===== config.mk =====
export PLATFORM = sky130hd
export DESIGN_NAME = timer_bank_flat
export DESIGN_NICKNAME = d
export VERILOG_FILES = /design/src/rtl/timer_pkg.sv /design/src/rtl/timer_bank_if.sv /design/src/rtl/timer_channel.sv /design/src/rtl/timer_bank.sv /design/src/flat_wrapper.sv
export SDC_FILE = /design/constraint.sdc
export NUM_CORES = 1
export LEC_CHECK = 0
export BUFFER_PORTS_ARGS = -buffer_cell sky130_fd_sc_hd__buf_2
export CORE_MARGIN = 10
export CORE_UTILIZATION = 61
export DETAILED_ROUTE_END_ITERATION = 12
export GPL_TIMING_DRIVEN = 0
export PLACE_DENSITY = 0.81
export SYNTH_ARGS = -nofsm -noshare
export SYNTH_HDL_FRONTEND = slang
export SYNTH_SLANG_ARGS = --single-unit
export TNS_END_PERCENT = 5

===== constraint.sdc =====
create_clock -name clock -period 4.4 [get_ports clock]
set_input_delay 0.66 -clock clock [delete_from_list [all_inputs] [get_ports clock]]
set_output_delay 0.66 -clock clock [all_outputs]
set_load 0.01 [all_outputs]

===== src/rtl/timer_pkg.sv =====
// Shared timer-bank types: channel state encoding, count direction, latched run mode.
package timer_pkg;

  localparam logic [1:0] ST_IDLE = 2'd0;
  localparam logic [1:0] ST_RUN  = 2'd1;
  localparam logic [1:0] ST_DONE = 2'd2;

  localparam logic DIR_UP = 1'b1;
  localparam logic DIR_DN = 1'b0;

  typedef enum logic [1:0] {
    S_IDLE = ST_IDLE,
    S_RUN  = ST_RUN,
    S_DONE = ST_DONE
  } state_e;

  // direction and mode are captured together at start and held for the whole run
  typedef struct packed {
    logic dir;
    logic one_shot;
  } mode_t;

endpackage


===== src/rtl/timer_bank_if.sv =====
// Control/status bundle of the timer bank; master drives writes and start/stop, slave is the bank.
interface timer_bank_if #(
  parameter int N_CH = 4,
  parameter int W    = 27,
  parameter int CW   = 2
);
  logic            wr_en;
  logic [CW-1:0]   wr_ch;
  logic [W-1:0]    wr_limit;
  logic [N_CH-1:0] start;
  logic [N_CH-1:0] stop;
  logic [N_CH-1:0] ud;
  logic [N_CH-1:0] oneshot;
  logic [N_CH*W-1:0] count;
  logic [N_CH-1:0] tc_pulse;
  logic [N_CH-1:0] tc_toggle;
  logic [N_CH-1:0] busy;

  modport master (
    output wr_en, wr_ch, wr_limit, start, stop, ud, oneshot,
    input  count, tc_pulse, tc_toggle, busy
  );

  modport slave (
    input  wr_en, wr_ch, wr_limit, start, stop, ud, oneshot,
    output count, tc_pulse, tc_toggle, busy
  );
endinterface


===== src/rtl/timer_channel.sv =====
// One timer channel: IDLE/RUN/DONE FSM, up/down count, shadow and active limit, terminal pulse/toggle.
// Count changes one tick after entering RUN; tc_pulse is registered with the wrap; no backpressure.
module timer_channel
  import timer_pkg::*;
#(
  parameter int W = 27
) (
  input  logic         clock,
  input  logic         reset_n,
  input  logic         tick,
  input  logic         wr,
  input  logic [W-1:0] wr_limit,
  input  logic         start,
  input  logic         stop,
  input  logic         ud,
  input  logic         oneshot,
  output logic [W-1:0] count,
  output logic         tc_pulse,
  output logic         tc_toggle,
  output logic         busy
);

  state_e       state_q, state_d;
  mode_t        mode_q, mode_d;
  logic [W-1:0] cnt_q, cnt_d;
  logic [W-1:0] lim_q, lim_d;
  logic [W-1:0] shd_q, shd_d;
  logic         tcp_q, tcp_d;
  logic         tgl_q, tgl_d;
  logic         wrap;

  always_ff @(posedge clock or negedge reset_n) begin
    if (!reset_n) begin
      state_q <= S_IDLE;
      mode_q  <= '0;
      cnt_q   <= '0;
      lim_q   <= '0;
      shd_q   <= '0;
      tcp_q   <= 1'b0;
      tgl_q   <= 1'b0;
    end else begin
      state_q <= state_d;
      mode_q  <= mode_d;
      cnt_q   <= cnt_d;
      lim_q   <= lim_d;
      shd_q   <= shd_d;
      tcp_q   <= tcp_d;
      tgl_q   <= tgl_d;
    end
  end

  always_comb begin
    state_d = state_q;
    mode_d  = mode_q;
    cnt_d   = cnt_q;
    lim_d   = lim_q;
    tcp_d   = 1'b0;
    tgl_d   = tgl_q;
    // a write coinciding with a wrap only reaches the shadow; the wrap takes the old shadow
    shd_d   = wr ? wr_limit : shd_q;
    wrap    = (mode_q.dir == DIR_UP) ? (cnt_q == lim_q) : (cnt_q == '0);

    case (state_q)
      S_RUN: begin
        if (stop) begin
          state_d = S_IDLE;
        end else if (tick) begin
          if (wrap) begin
            // reload from the shadow so the new period already respects the new limit
            cnt_d = (mode_q.dir == DIR_UP) ? '0 : shd_q;
            lim_d = shd_q;
            tcp_d = 1'b1;
            tgl_d = ~tgl_q;
            if (mode_q.one_shot) state_d = S_DONE;
          end else begin
            cnt_d = (mode_q.dir == DIR_UP) ? cnt_q + W'(1) : cnt_q - W'(1);
          end
        end
      end
      default: begin
        if (start && !stop) begin
          state_d = S_RUN;
          mode_d  = '{dir: ud, one_shot: oneshot};
          lim_d   = shd_q;
          cnt_d   = (ud == DIR_UP) ? '0 : shd_q;
        end
      end
    endcase
  end

  assign count     = cnt_q;
  assign tc_pulse  = tcp_q;
  assign tc_toggle = tgl_q;
  assign busy      = (state_q == S_RUN);

endmodule


===== src/rtl/timer_bank.sv =====
// N-channel timer bank: limit-write decode, optional shared prescaler (TIMER_PRESCALER_EN), channel array.
// Outputs registered per channel; no backpressure, start/stop/write are single-cycle strobes.
module timer_bank
  import timer_pkg::*;
#(
  parameter int N_CH    = 4,
  parameter int W       = 27,
  parameter int CW      = 2,
  parameter int PRE_DIV = 1
) (
  input  logic         clock,
  input  logic         reset_n,
  timer_bank_if.slave  bus
);

  if (PRE_DIV < 1 || (1 << CW) < N_CH) begin : g_param_check
    $error("timer_bank: PRE_DIV must be >= 1 and 2**CW must cover N_CH");
  end

  logic tick;

`ifdef TIMER_PRESCALER_EN
  logic [W-1:0] pre_q;

  // free-running from reset, shared by every channel regardless of their states
  always_ff @(posedge clock or negedge reset_n) begin
    if (!reset_n)   pre_q <= '0;
    else if (tick)  pre_q <= '0;
    else            pre_q <= pre_q + W'(1);
  end

  assign tick = (pre_q == W'(PRE_DIV - 1));
`else
  assign tick = 1'b1;
`endif

  logic [N_CH*W-1:0] count_flat;
  logic [N_CH-1:0]   tcp_vec, tgl_vec, busy_vec;

  for (genvar c = 0; c < N_CH; c++) begin : g_ch
    timer_channel #(.W(W)) u_ch (
      .clock     (clock),
      .reset_n   (reset_n),
      .tick      (tick),
      .wr        (bus.wr_en && (bus.wr_ch == CW'(c))),
      .wr_limit  (bus.wr_limit),
      .start     (bus.start[c]),
      .stop      (bus.stop[c]),
      .ud        (bus.ud[c]),
      .oneshot   (bus.oneshot[c]),
      .count     (count_flat[c*W +: W]),
      .tc_pulse  (tcp_vec[c]),
      .tc_toggle (tgl_vec[c]),
      .busy      (busy_vec[c])
    );
  end

  assign bus.count     = count_flat;
  assign bus.tc_pulse  = tcp_vec;
  assign bus.tc_toggle = tgl_vec;
  assign bus.busy      = busy_vec;

endmodule


===== src/flat_wrapper.sv =====
// flat-port wrapper written by rule: the top's interface ports become plain ports
module timer_bank_flat import timer_pkg::*;
#(
  parameter int N_CH    = 4,
  parameter int W       = 27,
  parameter int CW      = 2,
  parameter int PRE_DIV = 1
)
  (clock, reset_n, bus_wr_en, bus_wr_ch, bus_wr_limit, bus_start, bus_stop, bus_ud, bus_oneshot, bus_count, bus_tc_pulse, bus_tc_toggle, bus_busy);
  timer_bank_if #(.N_CH(N_CH), .W(W), .CW(CW)) bus_i ();
  input  logic clock;
  input  logic reset_n;
  input wire logic [$bits(bus_i.wr_en)-1:0] bus_wr_en;
  input wire logic [$bits(bus_i.wr_ch)-1:0] bus_wr_ch;
  input wire logic [$bits(bus_i.wr_limit)-1:0] bus_wr_limit;
  input wire logic [$bits(bus_i.start)-1:0] bus_start;
  input wire logic [$bits(bus_i.stop)-1:0] bus_stop;
  input wire logic [$bits(bus_i.ud)-1:0] bus_ud;
  input wire logic [$bits(bus_i.oneshot)-1:0] bus_oneshot;
  output wire logic [$bits(bus_i.count)-1:0] bus_count;
  output wire logic [$bits(bus_i.tc_pulse)-1:0] bus_tc_pulse;
  output wire logic [$bits(bus_i.tc_toggle)-1:0] bus_tc_toggle;
  output wire logic [$bits(bus_i.busy)-1:0] bus_busy;
  assign bus_i.wr_en = bus_wr_en;
  assign bus_i.wr_ch = bus_wr_ch;
  assign bus_i.wr_limit = bus_wr_limit;
  assign bus_i.start = bus_start;
  assign bus_i.stop = bus_stop;
  assign bus_i.ud = bus_ud;
  assign bus_i.oneshot = bus_oneshot;
  assign bus_count = bus_i.count;
  assign bus_tc_pulse = bus_i.tc_pulse;
  assign bus_tc_toggle = bus_i.tc_toggle;
  assign bus_busy = bus_i.busy;
  timer_bank #(.N_CH(N_CH), .W(W), .CW(CW), .PRE_DIV(PRE_DIV)) u_core (.clock(clock), .reset_n(reset_n), .bus(bus_i));
endmodule

Word level (Yosys, flattened, before mapping) --
Index checks and enable logic that the tools add are counted.
Storage, ports and cells: flip-flop bits (word level) 348, logic and storage cells 200, output and inout bits 120, bits of input ports 48
Cells by class: equal/unequal tests 27, reductions and logical operators 41, multiplexer cells 80, bitwise logic cells 12, add/sub/neg operators 8
Operators by type and width (number):
- $mux 27 | 44
- $add 27x1->27 const B | 4
- $eq 27x27->1 | 4
- $logic_not 27->1 | 4
- $sub 27x1->27 const B | 4
- $mux 2 | 20
- $reduce_and 3->1 | 12
- $ne 3x2->1 const B | 8
- $mux 1 | 16
- $reduce_and 2->1 | 8
- $not 1->1 | 12
- $eq 2x1->1 const B | 5
- $logic_and 1x1->1 | 8
- $ne 2x1->1 const B | 4
- $ne 2x2->1 const B | 4
- $reduce_bool 2->1 | 4
- $eq 2x2->1 const B | 2
- $logic_not 1->1 | 4
- $logic_not 2->1 | 1

Longest topological paths before layout --
depth in word-level cells 5, gate-level depth with buffers 14, mapped depth without buffers 11

Cells and area by module --
Synthesis repeated with hierarchy kept, for this count alone.
Unflattened totals: cell total of the unflattened synthesis 2009, area total of the unflattened synthesis 20956.3 um2
By module, submodules not included:
- timer_channel at u_core.g_ch[1].u_ch ... | area an instance 5242.5 um2, instances 3, sequential area each 2177.1 um2, cells an instance 500
- timer_channel at u_core.g_ch[0].u_ch | area an instance 5187.5 um2, instances 1, sequential area each 2177.1 um2, cells an instance 504
- timer_bank | area an instance 41.3 um2, instances 1, sequential area each 0.0 um2, cells an instance 5

Worst setup path after synthesis --
Ideal clock, no wire load.
path type register to register, start register u_core.g_ch[2].u_ch.mode_q[1] (netlist bit), end register u_core.g_ch[2].u_ch.cnt_q[26], setup slack 0.500 ns, required time 4.313 ns, library setup time 0.087 ns, arrival 3.813 ns, clock period less this slack 3.900 ns, stages on the path, launching flop included 14, buffers on the path 2, cell sequence dfrtp_1 -> clkbuf_1 -> inv_1 -> clkbuf_1 -> ha_1 -> a21o_1 -> a21o_1 -> a221o_1 -> or3_1 -> o21ai_2 -> nor3_1 -> or3b_1 -> or3_1 -> o211ai_1
Between the ends: word-level cells in the longest chain between the ends 4, elaborated cells on any way between the ends 6, those cells by class mux: 6
RTL lines:
- start: declaration | line timer_channel.sv:24 | mode_t mode_q, mode_d;
- start signal: assignment | line timer_channel.sv:43 | mode_q <= mode_d;
- $mux 27, or another cell as far along | line timer_channel.sv:76 | cnt_d = (mode_q.dir == DIR_UP) ? cnt_q + W'(1) : cnt_q - W'(1);
- $mux 27 (*) | line timer_channel.sv:68 | if (wrap) begin
- $mux 27 (*) | line timer_channel.sv:65 | if (stop) begin
- $mux 27 (*) | line timer_channel.sv:63 | case (state_q)
- end signal: assignment | line timer_channel.sv:44 | cnt_q <= cnt_d;
- end: declaration | line timer_channel.sv:25 | logic [W-1:0] cnt_q, cnt_d;
Every way passes the cells marked *; elsewhere a longest branch is shown, timed or not. The select of a mux whose other input is x is not followed. A chain may end at the register's enable or synchronous reset.

Worst setup path after layout --
start register u_core.g_ch[2].u_ch.mode_q[1] (netlist bit), end register u_core.g_ch[2].u_ch.cnt_q[19]
The elaborated chain is that of the path after synthesis.

==> impl_summary.log <==
INFO  metric worst-slew-pin-transition = 963 ps
INFO  metric die-area = 43100 um2
INFO  metric syn_area_per_cell = 9.88 um2
INFO  metric fp.dieW = 207 um
INFO  metric timing.setup.tns = 0 ps
INFO  metric overflow = 0
INFO  metric pre_cts_slack = -101 ps
INFO  metric vias_per_cell = 6.55
INFO  metric timing_hold_violations_final = 0
INFO  metric worst_slew_margin_relative_to_its_limit = 34.9%
INFO  metric rsz0062_at_grt = false
INFO  metric post_synth_num_cell_types = 78
INFO  metric fin_util = 70.1%
INFO  metric asyncSetResetFlopFracSynth = 100%
INFO  metric grt_usage = 28.9%
INFO  metric fin_worst_hold_slack = 148 ps
INFO  metric critical_path_peak_fanout = 34
INFO  metric setup.reg_to_reg.worst_slack = 190 ps
INFO  metric layout_worst_path_cycle_share = 95.6%
INFO  metric max_cap_viol_count = 0
INFO  metric crit_arrival = 4630 ps
INFO  metric peakVddDrop = 0.538 mV
INFO  metric drtIter0Drc = 1580
INFO  metric vias = 18800
INFO  metric grt_antenna_before_repair = 4
INFO  metric placement_rows = 68
INFO  metric maximum_number_of_pins_on_one_net_before_global_route_repair = 128
INFO  metric reg2reg_depth = 13
INFO  metric timing.hold.worst.class = input pin to asynchronous set/reset pin
INFO  metric finalNetCount = 2536
INFO  metric worst-setup-path-type = flip-flop to flip-flop
INFO  metric cts_hold_repair.buffers = 0
INFO  metric postSynthNetCount = 2323
INFO  metric detailedRoute.firstPassIterationCount = 6
INFO  metric synth_common_cells = dfrtp_1, mux2_2, a21oi_1
INFO  metric clk_pin_slew_worst_paths = 60 ps
INFO  metric drive_above_1_share = 21.1%
INFO  metric h_tree_level_count = 2
INFO  metric synth-warning-count = 0
INFO  metric numClockSinks = 348
INFO  metric yosysTopAreaCell = dfrtp_1
INFO  metric power_density_normalized_to_cell_area = 813 nW/um2
INFO  metric terminus_of_the_critical_flop_to_flop_path = u_core.g_ch[2].u_ch.count[19]
INFO  metric run_status = completed
INFO  metric synth_seq_cells = 348
INFO  metric total_of_endpoints_with_negative_setup_slack_in_the_final_report = 0
INFO  metric drt.antenna.violating_nets = 0
INFO  metric clk-insertion-delay-late = 540 ps
INFO  metric setup.worst_path.end_class = flip-flop
INFO  metric synth_seq_area_share = 40.6%
INFO  metric cellLeakagePower = 10.8 nW
INFO  metric finalMaxSlewViolations = 0
INFO  metric ys_top_cells_by_area = dfrtp_1, mux2_2, ha_1, a21oi_1, xnor2_1
INFO  metric remaining_design_rule_violation_count = 0
INFO  metric period_needed = 4210 ps
INFO  metric wire_per_inst = 22.8 um
INFO  metric gp_routability_congestion = 0.960
INFO  metric synth.most_common_cell = dfrtp_1
INFO  metric critical_path_required = 4830 ps
INFO  metric cts_tree = yes
INFO  metric clock_path_buffers = 3
INFO  metric areaGrowthSynthToFinish = 13.2%
INFO  metric postRouteWirelength = 65.3 mm
INFO  metric timing.rr.start = u_core.g_ch[2].u_ch.mode_q[1]
INFO  metric first_global_vias = 18600
INFO  metric root_buffer = clkbuf_16
INFO  metric worst_clock_skew = 17.0 ps
INFO  metric core = 34600 um2
INFO  metric post_synthesis_instance_area = 21400 um2
INFO  metric synthCells = 2171
INFO  metric start_util = 61.9%
INFO  metric max_freq = 238 MHz
INFO  metric detailedPlacementHpwl = 48.4 mm
INFO  metric placed_cells = 2794
INFO  metric synth-edff-count = 0
INFO  metric final.setup.worst_slack = 193 ps
INFO  metric io_buf_count = 166
INFO  metric kind_of_start_point_of_the_critical_path = flip-flop
INFO  metric yosys_most_used_dff = dfrtp_1
INFO  metric synth_top_cell_area_share = 40.6%
INFO  metric layout.cells.non_filler = 2867
INFO  metric tritoncts.num_buffers = 38
INFO  metric top_level_ports = 168
INFO  metric y_dimension_of_the_die = 207 um
INFO  metric first_pass_grt_wire_length = 102 mm
[cell usage in the layout, fill, tap and decap left out, types with 10 or more instances in the layout]
master / n
a211oi_1: 22
a21o_1: 70
a21oi_1: 184
a221oi_1: 33
a22oi_1: 19
a31oi_1: 17
and3_1: 14
buf_2: 170
buf_4: 20
clkbuf_1: 71
clkbuf_16: 39
dfrtp_1: 348
ha_1: 100
inv_1: 52
mux2_2: 220
nand2_1: 142
nand2b_1: 20
nand3_1: 30
nand4_1: 32
nor2_1: 172
nor2b_1: 12
nor3_1: 23
nor3b_1: 18
nor4_1: 46
o211ai_1: 16
o21a_1: 10
o21ai_0: 106
o21bai_1: 13
o31ai_1: 15
or3_1: 12
xnor2_1: 103
xor2_1: 83
[per-layer routing]
| layer | track usage, % | part of all wire, % | vias up |
|---|---|---|---|
| met2 | 47.5 | 48 | 991 |
| met4 | 10.6 | 3.6 | 0 |
| li1 | - | - | 8420 |
| met5 | 0 | 0 | - |
| met1 | 37.3 | 40 | 9177 |
| met3 | 5.19 | 8.7 | 189 |
[report_power, final]
| part | internal, mW | switching, mW | leakage (nW) |
|---|---|---|---|
| clock | 2.03 | 1.33 | 0.640 |
| combinational | 4.58 | 5.84 | 5.94 |
| sequential | 4.32 | 1.64 | 4.18 |
| total | 10.9 | 8.81 | 10.8 |
[flip-flops by register name, summed over array words and instances (netlist names)]
signal                      cells
u_core.g_ch.u_ch.count        108
u_core.g_ch.u_ch.lim_q        108
u_core.g_ch.u_ch.mode_q         8
u_core.g_ch.u_ch.shd_q        108
u_core.g_ch.u_ch.state_q        8
u_core.g_ch.u_ch.tc_pulse       4
u_core.g_ch.u_ch.tc_toggle      4
[critical path: stages, from the launching register on]
cell      delay (ps)
dfrtp_1          360
clkbuf_1         420
inv_1            220
clkbuf_4         400
ha_1             370
a21o_1           170
a21oi_1          270
o211ai_1         190
a311oi_1         560
o211ai_1         150
o211a_1          200
o311ai_0         470
nand3_1          130
o211a_1          160
[kinds of logic (layout without fill, tap and decap cells)]
| logic type | count (synthesis) | after routing | share of synthesized area, % |
|---|---|---|---|
| simple gates | 554 | 554 | 12.5 |
| xor+xnor | 186 | 186 | 7.60 |
| fa+ha+maj | 104 | 104 | 6.21 |
| compound gates | 596 | 596 | 18.2 |
| mux | 228 | 228 | 11.9 |
| buf+inv | 155 | 394 | 3.03 |
| other cells | 0 | 2 | 0 |
| flops | 348 | 348 | 40.6 |
[worst max path at each step]
stage | from | end | slack [ps]
3_5_place_dp | u_core.g_ch[0].u_ch.mode_q[1] | u_core.g_ch[0].u_ch.count[26] | -100
6_report | u_core.g_ch[2].u_ch.mode_q[1] | u_core.g_ch[2].u_ch.count[19] | 190
5_1_grt | u_core.g_ch[2].u_ch.mode_q[1] | u_core.g_ch[2].u_ch.count[19] | 20
4_1_cts | u_core.g_ch[2].u_ch.mode_q[1] | u_core.g_ch[2].u_ch.count[26] | 30
3_3_place_gp | reset_n | u_core.g_ch[0].u_ch.count[23] | -3820
2_1_floorplan | u_core.g_ch[2].u_ch.mode_q[1] | u_core.g_ch[2].u_ch.count[26] | 500
[stage by stage]
step / instance area (um2) / total power [mW]
final: 24300 / 19.7
after global routing: 24300 / 21.0
after CTS: 24300 / 19.6
after detailed placement: 22900 / 16.1
after global placement: 22800 / 15.8
after floorplan: 21400 / 13.0
[cell type report]
| cell class | count | area [um2] |
|---|---|---|
| multi-input cells | 1668 | 12100 |
| fillers | 2583 | 10300 |
| flip-flops and latches | 348 | 8710 |
| clock buffers | 48 | 1040 |
| repair buffers | 172 | 926 |
| well taps | 455 | 569 |
| plain buffers | 97 | 439 |
| clock inverters | 18 | 272 |
| inverters | 58 | 221 |
| repair inverters | 1 | 7.51 |
| diodes | 2 | 5.00 |
[repair_timing]
item / 4_1_cts / 5_1_grt
setup buffers: 4 / 0
gates resized for setup: 1 / 6
endpoints found under the setup margin: 2 / 10
cloned: 1 / 0
hold endpoints to repair: 0 / 0
(Power assumes the default switching activity.)
